===== src/rtl/riscv_defines.sv =====
// Shared core definitions: datapath width, forwarding selects, memory access kinds.
package riscv_defines;

  localparam int unsigned XLEN = 32;

  typedef enum logic [1:0] {
    FWD_EX   = 2'd0,
    FWD_MEM1 = 2'd1,
    FWD_MEM2 = 2'd2,
    FWD_WB   = 2'd3
  } forward_e_t;

  typedef enum logic [1:0] {
    MEM_NONE  = 2'd0,
    MEM_READ  = 2'd1,
    MEM_WRITE = 2'd2
  } memaccess_t;

endpackage


===== src/rtl/operand_fwd_mux.sv =====
// One EX operand: capture with optional writeback bypass, hold register,
// and the forward-select mux that produces the final ALU operand.
module operand_fwd_mux
  import riscv_defines::*;
#(
  parameter int unsigned XLEN      = riscv_defines::XLEN,
  parameter bit          WB_BYPASS = 1'b1
) (
  input  logic            clk,
  input  logic            reset,
  input  logic            flush_e,
  input  logic            stall_e,
  input  logic [4:0]      rs_d,
  input  logic [XLEN-1:0] rd_data_d,
  input  logic            regwrite_w,
  input  logic [4:0]      rd_w,
  input  logic [XLEN-1:0] result_w,
  input  forward_e_t      fwd_sel,
  input  logic [XLEN-1:0] aluresult_m1,
  input  logic [XLEN-1:0] aluresult_m2,
  output logic [XLEN-1:0] src
);

  logic [XLEN-1:0] op_q;
  logic [XLEN-1:0] cap;

  // Capture value: a same-cycle writeback to the source register wins over the regfile read.
  always_comb begin
    cap = rd_data_d;
    if (WB_BYPASS && regwrite_w && (rd_w != '0) && (rd_w == rs_d))
      cap = result_w;
  end

  // Final operand selected by the forwarder.
  always_comb begin
    src = op_q;
    case (fwd_sel)
      FWD_EX:   src = op_q;
      FWD_MEM1: src = aluresult_m1;
      FWD_MEM2: src = aluresult_m2;
      FWD_WB:   src = result_w;
      default:  src = op_q;
    endcase
  end

  // Hold register: flush holds, stall tracks the forwarded value, otherwise capture.
  always_ff @(posedge clk or posedge reset) begin
    if (reset)
      op_q <= '0;
    else if (flush_e)
      op_q <= op_q;
    else if (stall_e)
      op_q <= src;
    else
      op_q <= cap;
  end

endmodule


===== src/rtl/ex_operand_stage.sv =====
// Decode-to-execute pipeline register with forwarded operand resolution.
module ex_operand_stage
  import riscv_defines::*;
#(
  parameter int unsigned XLEN      = riscv_defines::XLEN,
  parameter bit          WB_BYPASS = 1'b1
) (
  input  logic            clk,
  input  logic            reset,
  input  logic            stall_e,
  input  logic            flush_e,
  input  logic            valid_d,
  input  logic [XLEN-1:0] pc_d,
  input  logic [XLEN-1:0] imm_d,
  input  logic [4:0]      rs1_d,
  input  logic [4:0]      rs2_d,
  input  logic [4:0]      rd_d,
  input  logic [XLEN-1:0] rd1_d,
  input  logic [XLEN-1:0] rd2_d,
  input  logic            regwrite_d,
  input  memaccess_t      memaccess_d,
  input  forward_e_t      forwarda_e,
  input  forward_e_t      forwardb_e,
  input  logic [XLEN-1:0] aluresult_m1,
  input  logic [XLEN-1:0] aluresult_m2,
  input  logic [XLEN-1:0] result_w,
  input  logic            regwrite_w,
  input  logic [4:0]      rd_w,
  output logic            valid_e,
  output logic            regwrite_e,
  output logic [4:0]      rs1_e,
  output logic [4:0]      rs2_e,
  output logic [4:0]      rd_e,
  output memaccess_t      memaccess_e,
  output logic [XLEN-1:0] pc_e,
  output logic [XLEN-1:0] imm_e,
  output logic [XLEN-1:0] src_a_e,
  output logic [XLEN-1:0] src_b_e
);

  // EX control/index register: flush inserts a bubble, stall holds, otherwise load.
  always_ff @(posedge clk or posedge reset) begin
    if (reset) begin
      valid_e     <= 1'b0;
      regwrite_e  <= 1'b0;
      memaccess_e <= MEM_NONE;
      rs1_e       <= '0;
      rs2_e       <= '0;
      rd_e        <= '0;
      pc_e        <= '0;
      imm_e       <= '0;
    end else if (flush_e) begin
      valid_e     <= 1'b0;
      regwrite_e  <= 1'b0;
      memaccess_e <= MEM_NONE;
      rs1_e       <= '0;
      rs2_e       <= '0;
      rd_e        <= '0;
    end else if (!stall_e) begin
      valid_e     <= valid_d;
      regwrite_e  <= regwrite_d;
      memaccess_e <= memaccess_d;
      rs1_e       <= rs1_d;
      rs2_e       <= rs2_d;
      rd_e        <= rd_d;
      pc_e        <= pc_d;
      imm_e       <= imm_d;
    end
  end

  operand_fwd_mux #(
    .XLEN      (XLEN),
    .WB_BYPASS (WB_BYPASS)
  ) u_op_a (
    .clk          (clk),
    .reset        (reset),
    .flush_e      (flush_e),
    .stall_e      (stall_e),
    .rs_d         (rs1_d),
    .rd_data_d    (rd1_d),
    .regwrite_w   (regwrite_w),
    .rd_w         (rd_w),
    .result_w     (result_w),
    .fwd_sel      (forwarda_e),
    .aluresult_m1 (aluresult_m1),
    .aluresult_m2 (aluresult_m2),
    .src          (src_a_e)
  );

  operand_fwd_mux #(
    .XLEN      (XLEN),
    .WB_BYPASS (WB_BYPASS)
  ) u_op_b (
    .clk          (clk),
    .reset        (reset),
    .flush_e      (flush_e),
    .stall_e      (stall_e),
    .rs_d         (rs2_d),
    .rd_data_d    (rd2_d),
    .regwrite_w   (regwrite_w),
    .rd_w         (rd_w),
    .result_w     (result_w),
    .fwd_sel      (forwardb_e),
    .aluresult_m1 (aluresult_m1),
    .aluresult_m2 (aluresult_m2),
    .src          (src_b_e)
  );

endmodule

===== config.mk =====
export PLATFORM = sky130hd
export DESIGN_NAME = ex_operand_stage
export DESIGN_NICKNAME = d
export VERILOG_FILES = /design/src/rtl/riscv_defines.sv /design/src/rtl/operand_fwd_mux.sv /design/src/rtl/ex_operand_stage.sv
export SDC_FILE = /design/constraint.sdc
export NUM_CORES = 1
export LEC_CHECK = 0
export CORE_AREA = 2 2 159 161
export DETAILED_ROUTE_END_ITERATION = 16
export DIE_AREA = 0 0 161 163
export GPL_TIMING_DRIVEN = 0
export HOLD_SLACK_MARGIN = 0.1
export PLACE_DENSITY = 0.67
export SLEW_MARGIN = 20
export SYNTH_ARGS = -nofsm -noshare
export SYNTH_HDL_FRONTEND = slang
export SYNTH_SLANG_ARGS = --single-unit

===== constraint.sdc =====
create_clock -name clk -period 5.5 [get_ports clk]
set_clock_uncertainty 0.05 [all_clocks]
set_input_delay 0.55 -clock clk [delete_from_list [all_inputs] [get_ports clk]]
set_output_delay 0.55 -clock clk [all_outputs]
set_load 0.02 [all_outputs]

---- Word-level counts from Yosys, hierarchy flattened ----
Index checks and enable logic that the tools add are counted.
word-level totals
  word-level logic and storage cells ...... 46
  bits of input ports ..................... 257
  bits in registers ....................... 147
  output and inout port bits .............. 147
operators by class
  equal/unequal tests ..................... 9
  bitwise logic cells ..................... 2
  multiplexer cells ....................... 18
  reduce and logical (&&, ||, !) cells .... 7
operators by type and width
  cell                count
  $pmux 32 s4         2
  $mux 32             4
  $mux 5              6
  $eq 5x5->1          2
  $eq 2x2->1 const B  4
  $reduce_bool 5->1   1
  $eq 2x1->1 const B  2
  $logic_not 2->1     2
  $mux 1              4
  $mux 2              2
  $logic_and 1x1->1   3
  $ne 2x1->1 const B  1
  $not 1->1           2
  $reduce_and 2->1    1

---- Logic depth before layout (Yosys ltp) ----
Gate-level depths: netlist (run 1).
  word-level depth ........................ 5
  mapped depth ............................ 7
  gate-level depth less buffers ........... 4

---- Modules after synthesis ----
A second synthesis (run 1) with hierarchy kept.
second synthesis, totals
  cells, all modules ...................... 891
  area, all modules ....................... 9,825.7 µm²
by module, submodules not included
  module            area each (µm²)  sequential area each (µm²)  cells an instance  instances
  operand_fwd_mux   3,178.0          800.8                       347                2
  ex_operand_stage  3,469.6          2,077.0                     197                1

---- Worst setup path after synthesis (run 1) ----
OpenSTA, ideal clock, no wires.
  path type ............................... input port to output port
  start point ............................. input port forwardb_e[0]
  end point ............................... output port src_b_e[4]
  required time ........................... 4.900 ns
  slack ................................... 3.341 ns
  data arrival time ....................... 1.559 ns
  path buffers ............................ 3
  stages .................................. 4
  cell sequence ........................... buf_2 -> buf_2 -> buf_2 -> mux4_2
between the ends
  longest elaborated chain between the ends .. 2
  elaborated cells between the ends (all ways) .. 5
  those cells by class .................... 3 x eq/ne; 1 x mux; 1 x reduce/logical
RTL lines
  element                                   RTL line                RTL
  from (decl)                               ex_operand_stage.sv:23  input forward_e_t forwardb_e,
  $eq 2x2->1, or another cell as far along  operand_fwd_mux.sv:37   case (fwd_sel)
  $pmux 32 s4 *                             operand_fwd_mux.sv:37
  to (decl)                                 ex_operand_stage.sv:38  output logic [XLEN-1:0] src_b_e
Mark *: on every way between the ends. The rest lies on a longest branch, timed or not.

---- Worst setup path after layout (run 1) ----
  start point ............................. input port forwarda_e[1]
  end point ............................... output port src_a_e[5]
between the ends
  longest elaborated chain between the ends .. 2
  elaborated cells between the ends (all ways) .. 5
  those cells by class .................... 3 x eq/ne; 1 x mux; 1 x reduce/logical
RTL lines
  element                                   RTL line                RTL
  from (decl)                               ex_operand_stage.sv:22  input forward_e_t forwarda_e,
  $eq 2x2->1, or another cell as far along  operand_fwd_mux.sv:37
  $pmux 32 s4 *                             operand_fwd_mux.sv:37
  to (decl)                                 ex_operand_stage.sv:37  output logic [XLEN-1:0] src_a_e,
Marks and branches as above.

==> results of run 1 <==
==> layout make-up <==
cell class                 instances  area (um^2)
inverter                           2        15.01
antenna                            2        5.005
clock buffer                      17        425.4
clock inverter                    15        152.6
tap                              330        412.9
multi-input combinational        441         4496
fill                            2153        11020
buffer                            76        432.9
sequential                       147         3679
timing repair buffer             401         4031
==> report_power, final <==
| group | total (mW) | internal [mW] | switching (mW) |
|---|---|---|---|
| Combinational | 1.18 | 0.621 | 0.557 |
| Sequential | 1.30 | 1.22 | 0.0741 |
| Clock | 1.19 | 0.608 | 0.580 |
| Total | 3.66 | 2.45 | 1.21 |
==> state kept, by name, summed over array words and instances, names as in the netlist <==
| name | count |
|---|---|
| u_op_a.op_q | 32 |
| memaccess_e | 2 |
| u_op_b.op_q | 32 |
| imm_e | 32 |
| rs2_e | 5 |
| rs1_e | 5 |
| regwrite_e | 1 |
| rd_e | 5 |
| pc_e | 32 |
| valid_e | 1 |
==> final timing paths <==
kind | from | to | slack, ns | cells after the start
min | imm_e[10] | imm_e[10] | 0.44 | 1
max in group asynchronous | reset | u_op_a.op_q[21] | 4.06 | 3
max | forwarda_e[1] | src_a_e[5] | 1.93 | 4
max reg2reg | u_op_a.op_q[10] | u_op_a.op_q[10] | 4.11 | 3
min reg2reg | imm_e[10] | imm_e[10] | 0.44 | 1
min in group asynchronous | reset | pc_e[28] | 0.52 | 2
==> logic make-up (layout without fill, tap and decap cells) <==
family          Yosys count  count (layout)  synth area share [%]
simple gates            154             154                 8.932
mux                     147             147                 27.31
flops                   147             147                 42.70
compound gates          130             130                 14.93
buf+inv                  78             511                 5.113
xor+xnor                 10              10                 1.017
other cells               0               2                     0
==> per-stage QoR <==
step / hold WS, ns / worst slack (ns) / util (%) / std cells
floorplan: 0.4408 / 0.9487 / - / 666
global placement: 0.4170 / -1.559 / 52.81 / 1396
detailed placement: 0.4240 / 1.918 / 52.96 / 1397
CTS: 0.4398 / 1.921 / 55.30 / 1429
global route: 0.4514 / 1.872 / 55.31 / 1430
finish: 0.4355 / 1.926 / 55.32 / 1431
==> per-layer routing <==
layer / GRT usage (%) / vias up / part of all wire, %
met3: 5.730 / 53 / 7.5
met1: 33.16 / 4051 / 40
met4: 8.442 / 2 / 2.5
met5: 0 / - / 0.043
li1: - / 3479 / -
met2: 45.34 / 427 / 50
==> Yosys cell counts <==
| master | instances |
|---|---|
| a211oi_2 | 2 |
| nor2b_1 | 1 |
| mux2i_1 | 19 |
| buf_4 | 2 |
| inv_1 | 2 |
| dfrtp_1 | 147 |
| xor2_1 | 4 |
| buf_2 | 18 |
| nand2_1 | 64 |
| o211ai_1 | 4 |
| and2_4 | 1 |
| buf_6 | 9 |
| and4_1 | 1 |
| buf_12 | 3 |
| and4_4 | 1 |
| nand4_1 | 64 |
| mux2_1 | 52 |
| clkbuf_1 | 39 |
| nor2_1 | 20 |
| and2_1 | 1 |
| mux4_2 | 64 |
| xnor2_1 | 6 |
| nor4_2 | 1 |
| o211ai_2 | 60 |
| a22oi_1 | 64 |
| clkbuf_2 | 1 |
| mux2_2 | 12 |
| buf_1 | 4 |
==> layout by cell type, fill, tap and decap left out <==
cell type / count
clkdlybuf4s50_1: 400
dfrtp_1: 147
nand2_1: 64
nand4_1: 64
mux4_2: 64
a22oi_1: 64
o211ai_2: 60
mux2_1: 52
clkbuf_1: 39
nor2_1: 20
mux2i_1: 19
buf_2: 18
clkbuf_16: 17
mux2_2: 12
buf_6: 9
xnor2_1: 6
inv_8: 6
inv_6: 5
xor2_1: 4
buf_1: 4
o211ai_1: 4
buf_12: 3
diode_2: 2
a211oi_2: 2
buf_4: 2
clkinv_8: 2
clkinvlp_4: 2
inv_1: 1
nor4_2: 1
and4_1: 1
and2_4: 1
nor2b_1: 1
and4_4: 1
clkbuf_2: 1
and2_1: 1
clkinv_2: 1
buf_16: 1
==> reports/metrics.csv, run 1 <==
stage,metric,value,unit
run_status,status,"complete, no violations",
sta,post-layout min period,3.574,ns
power_and_ir_drop,power density cells,268.2,nW/um^2
floorplanning,# IOs,404,
final_layout,Area Growth Syn to Fin,58.45,%
critical_path,crit path cell chain,clkdlybuf4s50_1 > buf_1 > mux4_2 > clkdlybuf4s50_1,
floorplanning,core area,24670,um^2
global_routing,largest net degree at the start of global routing,83,
detailed_routing,Via Count,8012,
sta,Final setup viols,0,
floorplanning,Initial Utilization,34.91,%
global_routing,Global Route Usage Sum,26.34,%
clocking,cts repair resizes,0,
synth,register area share after synthesis,42.70,%
critical_path,Startpoint Class,input port,
synth,Syn. warnings,0,
floorplanning,die footprint,26240,um^2
global_routing,vias in the first global route,8203,
placement,placed inst area,13070,um^2
sta,unrepaired setup endpoints after global routing,false,
floorplanning,Die Wd,161,um
global_routing,first-pass GRT wire length,51540,um
critical_path,WP buf/inv,3,
clocking,Sink Count,147,
critical_path,CP arrival,2.97,ns
global_routing,initial antenna violation count,3,
sta,final hold violations,0,
synth,synthesized area,8615,um^2
sta,Worst Tran Pin Value,0.8949,ns
critical_path,Critical-path top delay cell,buf_1,
detailed_routing,post-detailed-routing wire length,35170,um
floorplanning,row cnt,58,
synth,Synth top area share,42.70,%
detailed_routing,vias per cell,5.599,
synth,Synth area leader,dfrtp_1,
clocking,Worst-path clk slew,0.07,ns
sta,Slew Limit Headroom,40.34,%
clocking,clock buffer depth,2,
clocking,cts hold-fix bufs,0,
detailed_routing,# DRC,0,
synth,synth unique cells,28,
global_routing,global route overflow,0,
clocking,Skew-Pair Late Insertion Delay,0.42,ns
power_and_ir_drop,Total Power,3.660,mW
detailed_routing,drt wl/cell,24.58,um
critical_path,Crit. End Element,primary output,
power_and_ir_drop,cell leakage power,5.364,nW
detailed_routing,initial DRC count,536,
critical_path,crit path kind,in -> out,
floorplanning,Die Span Y,163,um
critical_path,Crit Path Max Fanout,10,
placement,routability cong.,0.8367,
critical_path,CP required,4.90,ns
synth,synthesized net count,923,
sta,max-slew violation count,0,
synth,Mapped Cells,666,
final_layout,Final Net Count,1343,
clocking,CTS Buf Count,17,
clocking,H-tree levels,4,
critical_path,CP max stage delay,0.71,ns
detailed_routing,Antenna Violating Nets Remaining,0,
synth,syn avg cell area,12.93,um^2
placement,Port Buffers,400,
sta,Final period util,64.98,%
clocking,"Setup Fix Bufs, Post-CTS",0,
sta,setup TNS,0,ns
synth,largest cells by area after synthesis,"dfrtp_1, mux4_2, o211ai_2",
placement,DP Wirelength,26100,um
clocking,CTS tree,done,
power_and_ir_drop,maximum VDD drop,0.1783,mV
min_path,Hold WC Path Type,reg -> reg,
clocking,clock root buffer,clkbuf_16,
final_layout,share of layout cells above drive strength 1,18.93,%
critical_path,"most used cell, CP",clkdlybuf4s50_1,
critical_path,CP top delay family,buffers and inverters,
detailed_routing,1st-pass router iterations,5,
final_layout,post-route cell area,13650,um^2
synth,"FF+latch count, synth",147,
sta,maximum clock rate,0.2798,GHz
flow_run,max-cap violations,0,
No activity file was read; power rests on OpenSTA's default activity.
==> run 2: changes to the inputs <==
Clock period 5.5 ns to 3.5 ns, I/O delays scaled along.
==> reports/metrics.csv, run 2 (same netlist as run 1, synthesis figures left out) <==
stage,metric,value,unit,change
power_and_ir_drop,Flop pwr share,34.5,%,-0.9 points
final_layout,Final Net Count,1347,,+0.30%
critical_path,Critical-path top delay cell,buf_1,,
critical_path,CP top delay family,buffers and inverters,,
global_routing,Global Route Usage Sum,26.69,%,+0.34 points
clocking,clock buffer depth,2,,unchanged
detailed_routing,1st-pass router iterations,7,,+2
final_layout,share of layout cells above drive strength 1,19.22,%,+0.29 points
final_layout,Area Growth Syn to Fin,59.83,%,
floorplanning,Initial Utilization,34.91,%,unchanged
sta,post-layout min period,3.180,ns,
power_and_ir_drop,P_sw,1.890,mW,+56%
critical_path,"most used cell, CP",clkdlybuf4s50_1,,
critical_path,worst flop-to-flop path startpoint,u_op_a.op_q[21],,
critical_path,CP required,3.10,ns,-1.80 ns
critical_path,Crit. End Element,primary output,,
floorplanning,# IOs,404,,unchanged
floorplanning,Die Span Y,163,um,unchanged
critical_path,r2r setup slk,2.09,ns,-2.02 ns
detailed_routing,Antenna Violating Nets Remaining,0,,unchanged
clocking,cts hold-fix bufs,0,,unchanged
detailed_routing,Via Count,8069,,+0.71%
clocking,CTS Buf Count,17,,unchanged
sta,unrepaired setup endpoints after global routing,false,,
critical_path,Critical R2R Capture,u_op_a.op_q[21],,
critical_path,Startpoint Class,input port,,
flow_run,max-cap violations,0,,unchanged
final_layout,Reg area,3679,um^2,unchanged
clocking,"Setup Fix Bufs, Post-CTS",0,,unchanged
clocking,Sink Count,147,,unchanged
final_layout,diode count,0,,-2
floorplanning,Die Wd,161,um,unchanged
critical_path,CP arrival,2.78,ns,-0.19 ns
detailed_routing,post-detailed-routing wire length,35470,um,+0.84%
critical_path,crit path cell chain,clkdlybuf4s50_1 > buf_1 > mux4_2 > clkdlybuf4s50_1,,
detailed_routing,initial DRC count,529,,-1.3%
power_and_ir_drop,internal power,4.002,mW,+63%
sta,Final period util,90.87,%,
clocking,H-tree levels,4,,unchanged
floorplanning,core area,24670,um^2,unchanged
clocking,CTS tree,done,,
critical_path,WP buf/inv,3,,unchanged
power_and_ir_drop,switching share of power,32.07,%,-1.0 points
power_and_ir_drop,maximum VDD drop,0.2525,mV,+42%
run_status,status,"complete, no violations",,
final_layout,"commonest non-fill, non-tap cells in the layout","clkdlybuf4s50_1, dfrtp_1",,
floorplanning,die footprint,26240,um^2,unchanged
sta,WHS,0.2141,ns,-0.2214 ns
clocking,Skew-Pair Late Insertion Delay,0.43,ns,about the same
sta,Final setup viols,0,,unchanged
detailed_routing,# DRC,0,,unchanged
placement,DP Wirelength,26780,um,+2.6%
global_routing,largest net degree at the start of global routing,32,,-61%
sta,maximum clock rate,0.3144,GHz,
detailed_routing,vias per cell,5.631,,+0.57%
final_layout,"most common cell after layout, fill and taps aside",clkdlybuf4s50_1,,
global_routing,vias in the first global route,8474,,+3.3%
critical_path,crit path kind,in -> out,,
detailed_routing,drt wl/cell,24.75,um,+0.70%
power_and_ir_drop,power density cells,427.9,nW/um^2,+60%
sta,final hold violations,0,,unchanged
final_layout,multi-input logic area,4496,um^2,unchanged
clocking,Worst-path clk slew,0.08,ns,about the same
power_and_ir_drop,Clock power frac,33.8,%,+1.3 points
power_and_ir_drop,cell leakage power,5.417,nW,+0.98%
placement,routability cong.,0.8473,,+1.3%
critical_path,Reg2Reg Depth,3,,unchanged
final_layout,Filler cells,2138,,-0.70%
global_routing,global route overflow,0,,unchanged
placement,Port Buffers,400,,unchanged
sta,Slew Limit Headroom,40.05,%,-0.28 points
critical_path,CP max stage delay,0.72,ns,about the same
clocking,clock root buffer,clkbuf_16,,
sta,setup TNS,0,ns,unchanged
global_routing,first-pass GRT wire length,52430,um,+1.7%
sta,max-slew violation count,0,,unchanged
clocking,cts repair resizes,0,,unchanged
floorplanning,row cnt,58,,unchanged
sta,Worst Tran Pin Value,0.8992,ns,+0.004249 ns
global_routing,initial antenna violation count,0,,-3
power_and_ir_drop,logic gate share of total power,31.7,%,-0.5 points
min_path,Hold WC Path Type,in -> async,,
critical_path,Crit Path Max Fanout,10,,unchanged
final_layout,fin util,55.80,%,+0.48 points
critical_path,Critical path origin,forwarda_e[1],,
## run 2: worst reg2reg max path, cell delays in order (launching register included)
cell and delay [ns]:
dfrtp_1 0.39, mux4_2 0.50, a22oi_1 0.24, o211ai_2 0.11
## run 2: power by group through the flow
stage                     logic, mW  clock network [mW]  registers (mW)
final                          1.87                1.99            2.03
after global routing           1.97                2.10            2.06
after CTS                      1.88                2.01            2.03
after detailed placement       1.87                   0            2.06
after global placement         1.85                   0            2.05
after floorplan               0.752                   0            2.20
## run 2: worst max-delay path by stage
stage / endpoint / cells after the start
after CTS: src_a_e[5] / 4
after global placement: u_op_b.op_q[22] / 2
after detailed placement: src_a_e[5] / 4
after global routing: src_a_e[5] / 4
after floorplan: imm_e[0] / 1
final: src_a_e[5] / 4
## run 2: stage by stage
stage	instances	setup slack (ns)	instance area, um^2	total power, mW
finish	1433	0.3196	13770	5.892
global route	1433	0.2797	13770	6.123
CTS	1433	0.2895	13770	5.927
detailed placement	1401	0.2890	13140	3.933
global placement	1396	-0.2933	13040	3.900
floorplan	666	1.253	8618	2.947
## run 2: layout make-up
class                           count  share of cell area [%]
Inverter                            2                 0.08179
Tap cell                          330                   2.999
Sequential cell                   147                   26.72
Clock inverter                     15                   1.509
Multi-Input combinational cell    441                   32.65
Buffer                             76                   3.144
Clock buffer                       17                   3.090
Timing Repair Buffer              405                   29.81
## run 2: per-layer routing
layer / global-route usage [%] / vias to the layer above / part of all wire [%]
met5: 0 / - / 0
met4: 8.726 / 0 / 2.4
met3: 5.475 / 49 / 7.8
met2: 46.20 / 479 / 50
met1: 33.53 / 4059 / 39
li1: - / 3482 / -
==> run 3: changes to the inputs <==
Settings changed: CELL_PAD_IN_SITES_DETAIL_PLACEMENT set to 0, CELL_PAD_IN_SITES_GLOBAL_PLACEMENT set to 1, CORE_AREA 2 2 159 161 to unset, CORE_MARGIN set to 1, CORE_UTILIZATION set to 32, DIE_AREA 0 0 161 163 to unset, PLACE_DENSITY 0.67 to 0.79.
==> reports/metrics.csv, run 3 (same netlist as run 1, synthesis figures left out) <==
stage,metric,value,unit,change
run_status,status,"finished, violations left",,
run_status,violated checks,design-rule violations,,
min_path,Hold WC Path Type,in -> async,,
final_layout,"commonest non-fill, non-tap cells in the layout","clkdlybuf4s50_1, dfrtp_1",,
global_routing,largest net degree at the start of global routing,31,,-3.1%
sta,final hold violations,0,,unchanged
sta,Final setup viols,0,,unchanged
detailed_routing,vias per cell,5.535,,-1.7%
power_and_ir_drop,maximum VDD drop,0.2831,mV,+12%
detailed_routing,post-detailed-routing wire length,35270,um,-0.56%
floorplanning,row cnt,59,,+1.7%
global_routing,global route overflow,0,,unchanged
detailed_routing,Via Count,7976,,-1.2%
critical_path,Critical path origin,forwarda_e[1],,
power_and_ir_drop,Total Power,5.810,mW,-1.4%
clocking,clock root buffer,clkbuf_16,,
sta,unrepaired setup endpoints after global routing,false,,
sta,Slew Limit Headroom,43.37,%,+3.3 points
clocking,CTS Buf Count,17,,unchanged
clocking,"Setup Fix Bufs, Post-CTS",0,,unchanged
floorplanning,core area,26210,um^2,+6.2%
critical_path,Reg2Reg Depth,3,,unchanged
critical_path,Crit. End Element,primary output,,
floorplanning,Die Span Y,166.1,um,+1.9%
placement,pre-CTS setup slack,0.3248,ns,+0.03585 ns
clocking,Sink Count,147,,unchanged
global_routing,vias in the first global route,8365,,-1.3%
power_and_ir_drop,power density cells,420.9,nW/um^2,-1.6%
final_layout,share of layout cells above drive strength 1,19.29,%,+0.073 points
global_routing,Global Route Usage Sum,25.83,%,-0.85 points
power_and_ir_drop,cell leakage power,5.424,nW,+0.13%
clocking,Worst-path clk slew,0.09,ns,about the same
critical_path,Crit Path Max Fanout,10,,unchanged
sta,Final period util,89.79,%,-1.1 points
critical_path,crit path kind,in -> out,,
clocking,CTS tree,done,,
sta,max-slew violation count,0,,unchanged
placement,Port Buffers,400,,unchanged
floorplanning,Die Wd,166.1,um,+3.2%
flow_run,max-cap violations,0,,unchanged
placement,routability cong.,0.8354,,-1.4%
critical_path,CP required,3.10,ns,about the same
sta,Worst Tran Pin Value,0.8495,ns,-0.04974 ns
floorplanning,die footprint,27580,um^2,+5.1%
sta,maximum clock rate,0.3182,GHz,+1.2%
sta,final worst slack,0.3573,ns,+0.03771 ns
floorplanning,Initial Utilization,32.87,%,-2.0 points
detailed_routing,Antenna Violating Nets Remaining,0,,unchanged
clocking,Skew-Pair Late Insertion Delay,0.42,ns,about the same
detailed_routing,drt wl/cell,24.47,um,-1.1%
final_layout,"most common cell after layout, fill and taps aside",clkdlybuf4s50_1,,
global_routing,initial antenna violation count,2,,+2
clocking,clock buffer depth,2,,unchanged
critical_path,Startpoint Class,input port,,
clocking,cts repair resizes,0,,unchanged
sta,post-layout min period,3.143,ns,-0.03771 ns
global_routing,first-pass GRT wire length,53300,um,+1.7%
final_layout,Area Growth Syn to Fin,60.23,%,
critical_path,CP arrival,2.74,ns,-0.04 ns
clocking,H-tree levels,4,,unchanged
final_layout,Final Net Count,1348,,+0.074%
critical_path,r2r setup slk,2.10,ns,about the same
placement,DP Wirelength,26540,um,-0.88%
clocking,cts hold-fix bufs,0,,unchanged
critical_path,Critical R2R Capture,u_op_a.op_q[30],,
detailed_routing,# DRC,27,,+27
critical_path,worst flop-to-flop path startpoint,u_op_a.op_q[30],,
detailed_routing,initial DRC count,509,,-3.8%
floorplanning,# IOs,404,,unchanged
detailed_routing,1st-pass router iterations,11,,+4
==> run 3: cell types whose count changed in the layout (fill, tap and decap cells not counted), sizes merged <==
cell / previous run / this run
inv: 9 / 8
clkinvlp: 2 / 3
buf: 41 / 42
bufinv: 2 / 0
clkinv: 4 / 6
diode: 0 / 2
==> run 3: cell type report <==
type / count / area, um^2
Antenna cell: 2 / 5.005
Buffer: 76 / 432.9
Clock buffer: 17 / 425.4
Clock inverter: 15 / 181.4
Fill cell: 2317 / 12400
Inverter: 2 / 11.26
Multi-Input combinational cell: 441 / 4496
Sequential cell: 147 / 3679
Tap cell: 335 / 419.2
Timing Repair Buffer: 406 / 4154
==> run 3: per-layer routing <==
metal	up-vias	track usage, %	wire length, um
li1	3492	-	-
met1	4054	33.26	14180
met2	393	43.72	17680
met3	37	5.148	2707
met4	0	7.924	694
met5	-	0	0
==> run 3: worst max-delay path by stage <==
stage / to / cells past startpoint
floorplan: imm_e[0] / 1
global placement: u_op_a.op_q[26] / 2
detailed placement: src_a_e[2] / 4
CTS: src_a_e[2] / 4
global route: src_a_e[2] / 4
finish: src_a_e[2] / 4
==> run 3: where the power goes <==
group	switching, mW	total, mW	internal (mW)
registers	0.113	2.03	1.92
logic	0.878	1.87	0.989
clock network	0.939	1.91	0.972
==> run 3: worst max-delay path, cell delays in order <==
cell	delay, ns
clkdlybuf4s50_1	0.65
buf_1	0.68
mux4_2	0.47
clkdlybuf4s50_1	0.59
==> run 3: stage by stage <==
stage	hold WS [ns]	setup TNS (ns)	cell area [um^2]	cells	utilization, %
3_5_place_dp	0.4237	0	13190	1407	50.34
3_3_place_gp	0.4169	-43.98	13040	1401	49.76
4_1_cts	0.2393	0	13800	1439	52.65
5_1_grt	0.2563	0	13800	1441	52.67
2_1_floorplan	0.4347	0	8618	666	-
6_report	0.2313	0	13800	1441	52.67
==> variant: new RTL, flow settings as in run 3 <==
`WB_BYPASS` is set to 1'b1 in 2 places; all go to 1'b0.
--- a/src/rtl/operand_fwd_mux.sv
+++ b/src/rtl/operand_fwd_mux.sv
@@ -6,3 +6,3 @@
   parameter int unsigned XLEN      = riscv_defines::XLEN,
-  parameter bit          WB_BYPASS = 1'b1
+  parameter bit          WB_BYPASS = 1'b0
 ) (
--- a/src/rtl/ex_operand_stage.sv
+++ b/src/rtl/ex_operand_stage.sv
@@ -5,3 +5,3 @@
   parameter int unsigned XLEN      = riscv_defines::XLEN,
-  parameter bit          WB_BYPASS = 1'b1
+  parameter bit          WB_BYPASS = 1'b0
 ) (
Check against the original RTL: not equivalent (a bounded check fails within 4 cycles, from zero or initial values and one cycle with reset high).
==> variant against run 3 <==
Total power decreased by 3.1%; sequential cell count unchanged; cell area is 6.2% lower; count of clock-buffer cells in the layout unchanged; critical path depth stayed put; worst setup slack improved by 98 ps; synthesized area shrank 8.5%; routed wire length decreased by 19%; critical endpoint is now src_a_e[30]; largest power group unchanged.
==> variant: results (changes against run 3) <==
{
  "finish": {
    "clock_buffer_and_inverter_area_fraction_after_layout": {"value": 4.74, "unit": "%", "change": "+0.35 points"},
    "fillers": {"value": 2115, "change": "-8.7%"},
    "post_route_cells_drive_above_1_share": {"value": 18.7, "unit": "%", "change": "-0.63 points"},
    "layout.nets": {"value": 1235, "change": "-8.4%"},
    "post-route-cell-area": {"value": 13000, "unit": "um2", "change": "-6.2%"},
    "final-instance-count-excl-fill": {"value": 1315, "change": "-8.7%"},
    "final_core_util": {"value": 53.4, "unit": "%", "change": "+0.74 points"},
    "non_clock_buffer_area_share": {"value": 33.6, "unit": "%", "change": "+0.42 points"},
    "multi_input_gate_area": {"value": 3890, "unit": "um2", "change": "-14%"}
  },
  "power": {
    "vdd.ir_drop.worst": {"value": 221, "unit": "uV", "change": "-22%"}
  },
  "logic_synthesis": {
    "synth.distinct_cells": {"value": 19, "change": "-32%"},
    "synth_nets": {"value": 817, "change": "-11%"},
    "synthTopCellsByCount": "147 x dfrtp_1, 64 x mux2_2, 64 x nor3b_1",
    "ys_top_cells_by_area": "dfrtp_1 47%, mux4_2 17%, mux2_2 9.1%, a211o_1 7.0%, nor3b_1 6.1%"
  },
  "routing": {
    "routed-via-count": {"value": 6554, "change": "-18%"},
    "firstDrtPassIters": {"value": 4, "change": "-7"},
    "dr.first_iter.drc_count": {"value": 380, "change": "-25%"},
    "m1WireLength": {"value": 12.1, "unit": "mm", "change": "-14%"}
  },
  "global_route": {
    "grt_pass1_wl": {"value": 44.0, "unit": "mm", "change": "-17%"},
    "grt_pass1_vias": {"value": 7043, "change": "-16%"},
    "grt_max_degree": {"value": 33, "change": "+6.5%"}
  },
  "placed_design": {
    "gp_congestion": {"value": 0.800, "change": "-4.2%"},
    "port_buffers": {"value": 394, "change": "-1.5%"},
    "detailedPlacementHpwl": {"value": 22.4, "unit": "mm", "change": "-16%"},
    "dpl_cell_area": {"value": 12300, "unit": "um2", "change": "-6.5%"}
  },
  "timing": {
    "min_period_over_period": {"value": 87.0, "unit": "%", "change": "-2.8 points"},
    "worst_slew_margin_rel": {"value": 42.3, "unit": "%", "change": "-1.1 points"}
  },
  "clock_network": {
    "cts.clk_slew.worst_paths": {"value": 70, "unit": "ps", "change": "-20 ps"}
  },
  "status": {
    "status": "completed"
  },
  "worst_setup_path": {
    "timing.critical_path.arrival": {"value": 2640, "unit": "ps", "change": "-100 ps"}
  }
}
variant: cell types whose count changed after synthesis, sizes merged, moves of 8 or more:
cell	change
buf	-8
clkbuf	-15
o211ai	-64
nand4	-64
and2	+61
nand2	-64
nor3b	+64
a22oi	-64
a211o	+63
variant: cells by family (layout without fill, tap and decap cells):
logic type / count (synthesis) / count (layout) / share of synthesized area [%]
compound gates: 64 / 64 / 7.13
buf+inv: 54 / 485 / 4.03
flops: 147 / 147 / 46.7
mux: 147 / 147 / 30.0
simple gates: 148 / 148 / 12.2
variant: worst min-delay path by stage:
stage | endpoint | cells after the start
2_1_floorplan | u_op_b.op_q[30] | 1
3_3_place_gp | imm_e[7] | 1
3_5_place_dp | pc_e[20] | 1
4_1_cts | valid_e | 2
5_1_grt | pc_e[31] | 2
6_report | pc_e[31] | 2
variant: per-layer routing:
metal,up-vias,GRT usage [%]
met4,0,6.69
met2,270,39.2
met1,3273,29.2
met5,-,0
met3,36,6.23
li1,2975,-
